File: src/rtl/mul_arb_pkg.sv
// Shared types and constants for the half-precision multiplier arbiter.
package mul_arb_pkg;

  localparam int unsigned FP16_W    = 16;
  localparam logic [15:0] FP16_QNAN = 16'h7E00;

  typedef enum logic [1:0] {
    IDLE  = 2'd0,
    ISSUE = 2'd1,
    WAIT  = 2'd2
  } arb_state_t;

endpackage

File: src/rtl/mul_arbiter_rr_pick.sv
// Combinational round-robin picker: first set request scanning last+1, last+2, ... with wrap.
module rr_pick #(
  parameter int unsigned NUM_REQ = 4,
  parameter int unsigned IDX_W   = 2
) (
  input  logic [NUM_REQ-1:0] in_Req,
  input  logic [IDX_W-1:0]   last,
  output logic [IDX_W-1:0]   idx,
  output logic               any
);

  logic [IDX_W-1:0] cand;

  always_comb begin
    idx  = '0;
    any  = 1'b0;
    cand = '0;
    for (int unsigned i = 1; i <= NUM_REQ; i++) begin
      cand = IDX_W'((32'(last) + i) % NUM_REQ);
      if (!any && in_Req[cand]) begin
        any = 1'b1;
        idx = cand;
      end
    end
  end

endmodule

File: src/rtl/mul_arbiter.sv
// Round-robin sequencer sharing one FP16 multiplier among NUM_REQ requesters.
// Define MUL_TIMEOUT_EN to add a WAIT-state watchdog that returns qNaN with out_Error.
module mul_arbiter
  import mul_arb_pkg::*;
#(
  parameter int unsigned NUM_REQ        = 4,
  parameter int unsigned IDX_W          = 2,
  parameter int unsigned TIMEOUT_CYCLES = 64
) (
  input  logic                      clk,
  input  logic                      rst,
  input  logic [NUM_REQ-1:0]        in_Req,
  input  logic [FP16_W*NUM_REQ-1:0] in_A,
  input  logic [FP16_W*NUM_REQ-1:0] in_B,
  output logic [NUM_REQ-1:0]        out_Grant,
  output logic [NUM_REQ-1:0]        out_Done,
  output logic [FP16_W-1:0]         out_Result,
  output logic                      out_Error,
  output logic                      mul_En,
  output logic [FP16_W-1:0]         mul_A,
  output logic [FP16_W-1:0]         mul_B,
  input  logic [FP16_W-1:0]         mul_Out,
  input  logic                      mul_Ready
);

  arb_state_t       state;
  logic [IDX_W-1:0] last;
  logic [IDX_W-1:0] idx;
  logic [IDX_W-1:0] pick_idx;
  logic             pick_any;

  rr_pick #(
    .NUM_REQ(NUM_REQ),
    .IDX_W  (IDX_W)
  ) u_pick (
    .in_Req(in_Req),
    .last  (last),
    .idx   (pick_idx),
    .any   (pick_any)
  );

`ifdef MUL_TIMEOUT_EN
  localparam int unsigned CNT_W = $clog2(TIMEOUT_CYCLES + 1);
  logic [CNT_W-1:0] wait_cnt;
`else
  logic unused_timeout;
  assign unused_timeout = |TIMEOUT_CYCLES;
  assign out_Error      = 1'b0;
`endif

  always_ff @(posedge clk or posedge rst) begin
    if (rst) begin
      state      <= IDLE;
      last       <= IDX_W'(NUM_REQ - 1);
      idx        <= '0;
      mul_A      <= '0;
      mul_B      <= '0;
      mul_En     <= 1'b0;
      out_Grant  <= '0;
      out_Done   <= '0;
      out_Result <= '0;
`ifdef MUL_TIMEOUT_EN
      out_Error  <= 1'b0;
      wait_cnt   <= '0;
`endif
    end else begin
      // Done, error and enable are single-cycle pulses unless re-asserted below.
      out_Done <= '0;
      mul_En   <= 1'b0;
`ifdef MUL_TIMEOUT_EN
      out_Error <= 1'b0;
`endif
      case (state)
        IDLE: begin
          if (pick_any) begin
            idx       <= pick_idx;
            mul_A     <= in_A[FP16_W*pick_idx +: FP16_W];
            mul_B     <= in_B[FP16_W*pick_idx +: FP16_W];
            out_Grant <= NUM_REQ'(1) << pick_idx;
            state     <= ISSUE;
          end
        end
        ISSUE: begin
          mul_En <= 1'b1;
          state  <= WAIT;
`ifdef MUL_TIMEOUT_EN
          wait_cnt <= '0;
`endif
        end
        WAIT: begin
          if (mul_Ready) begin
            out_Result <= mul_Out;
            out_Done   <= NUM_REQ'(1) << idx;
            out_Grant  <= '0;
            last       <= idx;
            state      <= IDLE;
          end
`ifdef MUL_TIMEOUT_EN
          else if (wait_cnt == CNT_W'(TIMEOUT_CYCLES - 1)) begin
            out_Result <= FP16_QNAN;
            out_Done   <= NUM_REQ'(1) << idx;
            out_Error  <= 1'b1;
            out_Grant  <= '0;
            last       <= idx;
            state      <= IDLE;
          end else begin
            wait_cnt <= wait_cnt + 1'b1;
          end
`endif
        end
        default: state <= IDLE;
      endcase
    end
  end

endmodule
File: config.mk
export PLATFORM = sky130hd
export DESIGN_NAME = mul_arbiter
export DESIGN_NICKNAME = d
export VERILOG_FILES = /design/src/rtl/mul_arb_pkg.sv /design/src/rtl/mul_arbiter_rr_pick.sv /design/src/rtl/mul_arbiter.sv
export SDC_FILE = /design/constraint.sdc
export NUM_CORES = 1
export LEC_CHECK = 0
export CELL_PAD_IN_SITES_DETAIL_PLACEMENT = 0
export CELL_PAD_IN_SITES_GLOBAL_PLACEMENT = 1
export CORE_MARGIN = 3
export CORE_UTILIZATION = 29
export DETAILED_ROUTE_END_ITERATION = 8
export PLACE_DENSITY = 0.94
export SLEW_MARGIN = 40
export SYNTH_ARGS = -nofsm -noshare
export SYNTH_HDL_FRONTEND = slang
export SYNTH_SLANG_ARGS = --single-unit
export TNS_END_PERCENT = 20
File: constraint.sdc
create_clock -name clk -period 4.5 [get_ports clk]
set_input_delay 1.125 -clock clk [delete_from_list [all_inputs] [get_ports clk]]
set_output_delay 1.125 -clock clk [all_outputs]
set_load 0.02 [all_outputs]
==> Implementation_results.wiki <==
{| class="wikitable"
! Metric !! Value
|-
| Type of the worst setup path || input pin to flip-flop
|-
| DP Wirelength || 9170 um
|-
| Die outline width || 115 um
|-
| Total gr overflow || 0
|-
| Number of global-route vias before repair || 3851
|-
| P per Cell Area || 653 mW/mm^2
|-
| Post-synth EDFFs || 0
|-
| Row count || 39
|-
| Count of state elements after synthesis || 63
|-
| Worst Path Max Fanout || 33
|-
| Die height || 115 um
|-
| Worst endpoint data arrival time || 3.24 ns
|-
| Worst slew slack as a fraction of its limit || 52.8%
|-
| Clock tree from TritonCTS || built
|-
| Static Leakage || 2.43 nW
|-
| Clk Latency, worst-skew pair || 0.32 ns
|-
| Total number of vias || 3642
|-
| Final setup fails || 0
|-
| Peak supply drop || 0.399 mV
|-
| # port buffers || 207
|-
| Most repeated cell in the gate-level netlist after synthesis || sky130_fd_sc_hd__nand2_1
|-
| Initial cell density of the core || 29.9%
|-
| Standard cell core area || 0.0115 sq mm
|-
| Antenna violations before repair || 0
|-
| Detailed-route DRC error count || 0
|-
| Slew at the pin with the worst max-slew slack || 0.709 ns
|-
| RSZ-0062 raised after global routing || no
|-
| Final-layout setup total negative slack || 0 ns
|-
| Most frequent cells after synthesis || sky130_fd_sc_hd__nand2_1 (63), sky130_fd_sc_hd__dfrtp_1 (61), sky130_fd_sc_hd__nor2_1 (39)
|-
| Part of the Yosys area used for sequential elements || 46.0%
|-
| Number of buffers between clock root and the deepest sink || 2
|-
| Multi-input logic area || 0.00168 sq mm
|-
| Largest net degree at the start of global routing || 70
|-
| Area grow syn2layout || 71.8%
|-
| Count of hold buffers inserted by post-cts repair || 0
|-
| Endpoint type of the worst setup path || flip-flop
|-
| Total CTS buffers || 9
|-
| Share of the core filled with cells || 51.4%
|-
| Clock net sink count || 63
|-
| Synth top area share || 44.5%
|-
| Power consumption || 3.85 mW
|-
| Number of nets at the end of the flow || 712
|-
| Number of warning messages in the yosys log || 0
|-
| Leading area contributor after synthesis || sky130_fd_sc_hd__dfrtp_1
|-
| Tcrit/Tclk final || 67.9%
|-
| Placed Cells incl. Taps || 693
|-
| Top-Level Pins || 209
|-
| Number of fillers in the final layout || 1049
|-
| Clock transition time at the flip-flop clock pins of the worst setup and hold paths || 0.05 ns
|-
| Post-cts sizing count || 0
|-
| Final WL || 12600 um
|-
| First-pass GRT wire length || 19300 um
|-
| Final Critical Period || 3.05 ns
|-
| All-Layer GR Usage || 18.8%
|-
| First DRT Iteration DRCs || 170
|-
| Clock Skew || 0.00589 ns
|-
| Final RePlAce weighted congestion || 0.804
|-
| Router iterations before antenna repair || 5
|-
| Mean area per synthesized cell || 9.48 sq um
|-
| Die area || 0.0132 sq mm
|-
| Worst Hold Class || flip-flop to flip-flop
|-
| Achievable frequency || 0.327 GHz
|-
| Max-capacitance violation count || 0
|-
| Most common flop cell mapped by yosys || sky130_fd_sc_hd__dfrtp_1
|-
| Count of cell types in the netlist || 41
|-
| Synthesized area || 0.00343 sq mm
|-
| Count of antenna-violating nets left after detailed routing || 0
|-
| Post-CTS Setup Bufs || 0
|-
| Number of nets produced by synthesis || 513
|-
| Area contributors post-synth || sky130_fd_sc_hd__dfrtp_1 (44%), sky130_fd_sc_hd__mux2i_1 (9.3%), sky130_fd_sc_hd__a221oi_1 (6.9%)
|-
| Crit path required time || 4.68 ns
|-
| Ratio of routed vias to standard cells || 5.14
|-
| Maximum level of the CTS H-tree || 3
|-
| FFs w/ async S/R, synth || 100%
|-
| Average wire per cell in the routed design || 17.8 um
|-
| Pins Over Slew Limit || 0
|-
| Cell at the root of the clock tree || sky130_fd_sc_hd__clkbuf_16
|-
| Outcome || complete, no violations
|-
| Non-filler instance count after layout || 709
|-
| Synthesized instance count || 362
|-
| Kind of launch point of the worst setup path || input pin
|-
| Hold violation count in the final report || 0
|-
| Combined flip-flop and latch cell area || 0.00158 sq mm
|-
| Worst slack on hold paths || 0.471 ns
|-
| Fraction of layout instances using a drive strength above 1 || 8.48%
|-
| Antenna Diode Count || 0
|}
==> worst max-delay path, cell delays in order <==
cell and delay [ns]:
sky130_fd_sc_hd__clkdlybuf4s50_1 0.51, sky130_fd_sc_hd__or2b_2 0.25, sky130_fd_sc_hd__o21ai_2 0.07, sky130_fd_sc_hd__a211oi_4 0.22, sky130_fd_sc_hd__buf_4 0.53, sky130_fd_sc_hd__mux2i_1 0.36
sky130_fd_sc_hd__o22ai_1 0.14
==> sequential cells by signal (all words and copies together), names as in the netlist <==
register	count
out_Result	16
last	2
mul_En	1
idx	2
out_Grant	4
out_Done	4
mul_A	16
state	2
mul_B	16
==> area by class of cell <==
| class | count | area share (%) |
|---|---|---|
| Timing Repair Buffer | 214 | 36.1 |
| Multi-Input combinational cell | 267 | 28.6 |
| Sequential cell | 63 | 26.8 |
| Clock buffer | 11 | 4.12 |
| Tap cell | 143 | 3.03 |
| Clock inverter | 5 | 0.976 |
| Inverter | 6 | 0.467 |
==> metal layers <==
layer / part of all wire (%) / vias to the layer above / track usage, %
met5: 0 / - / 0
met4: 2.4 / 0 / 8.29
met3: 7.7 / 25 / 5.16
met2: 52 / 168 / 33.6
met1: 38 / 1724 / 20.8
li1: - / 1725 / -
==> power breakdown <==
part	switching [mW]	internal [mW]	leakage, nW
sequential	0.194	0.839	0.742
clock	0.253	0.443	0.138
combinational	1.16	0.962	1.55
total	1.60	2.24	2.43
==> through the flow <==
stage	worst slack (ns)	instance area, sq um
2_1_floorplan	1.81	3430
4_1_cts	1.47	5890
3_3_place_gp	1.19	5570
5_1_grt	1.35	5900
3_5_place_dp	1.13	5590
6_report	1.45	5900
==> cell usage in the layout (no fill, tap or decap), types with 2 or more instances in the layout <==
cell type / instances
sky130_fd_sc_hd__nor3_1: 2
sky130_fd_sc_hd__buf_4: 5
sky130_fd_sc_hd__o22ai_2: 6
sky130_fd_sc_hd__nand2_1: 63
sky130_fd_sc_hd__clkbuf_16: 9
sky130_fd_sc_hd__a221oi_2: 5
sky130_fd_sc_hd__o21ai_0: 34
sky130_fd_sc_hd__nand3_1: 4
sky130_fd_sc_hd__a221oi_1: 27
sky130_fd_sc_hd__nor2_1: 38
sky130_fd_sc_hd__a21oi_2: 2
sky130_fd_sc_hd__a21oi_1: 2
sky130_fd_sc_hd__dfrtp_1: 61
sky130_fd_sc_hd__or2_2: 2
sky130_fd_sc_hd__o22ai_1: 27
sky130_fd_sc_hd__dfstp_2: 2
sky130_fd_sc_hd__clkdlybuf4s50_1: 207
sky130_fd_sc_hd__o21ai_1: 3
sky130_fd_sc_hd__clkinvlp_4: 3
sky130_fd_sc_hd__nor3b_1: 2
sky130_fd_sc_hd__inv_4: 2
sky130_fd_sc_hd__inv_1: 4
sky130_fd_sc_hd__mux2i_1: 32
==> logic make-up (layout without fill, tap and decap cells) <==
family | count (synthesis) | in the layout | share of synthesized area [%]
AO/OA/AOI/OAI | 113 | 113 | 24.4
flip-flops | 63 | 63 | 46.0
buffers and inverters | 32 | 236 | 5.25
other | 1 | 1 | 0.109
multiplexers | 32 | 32 | 9.34
AND/OR/NAND/NOR | 121 | 121 | 14.9
==> worst paths after layout <==
path | start | end | slack [ns] | cells after the start
max | in_Req[3] | mul_A[0] | 1.45 | 7
min | out_Result[10] | out_Result[10] | 0.47 | 2
max reg2reg | last[0] | mul_A[0] | 2.24 | 6
min reg2reg | out_Result[10] | out_Result[10] | 0.47 | 2
max in group asynchronous | rst | out_Grant[3] | 2.57 | 3
min in group asynchronous | rst | out_Grant[0] | 1.20 | 2
(Power assumes the default switching activity.)
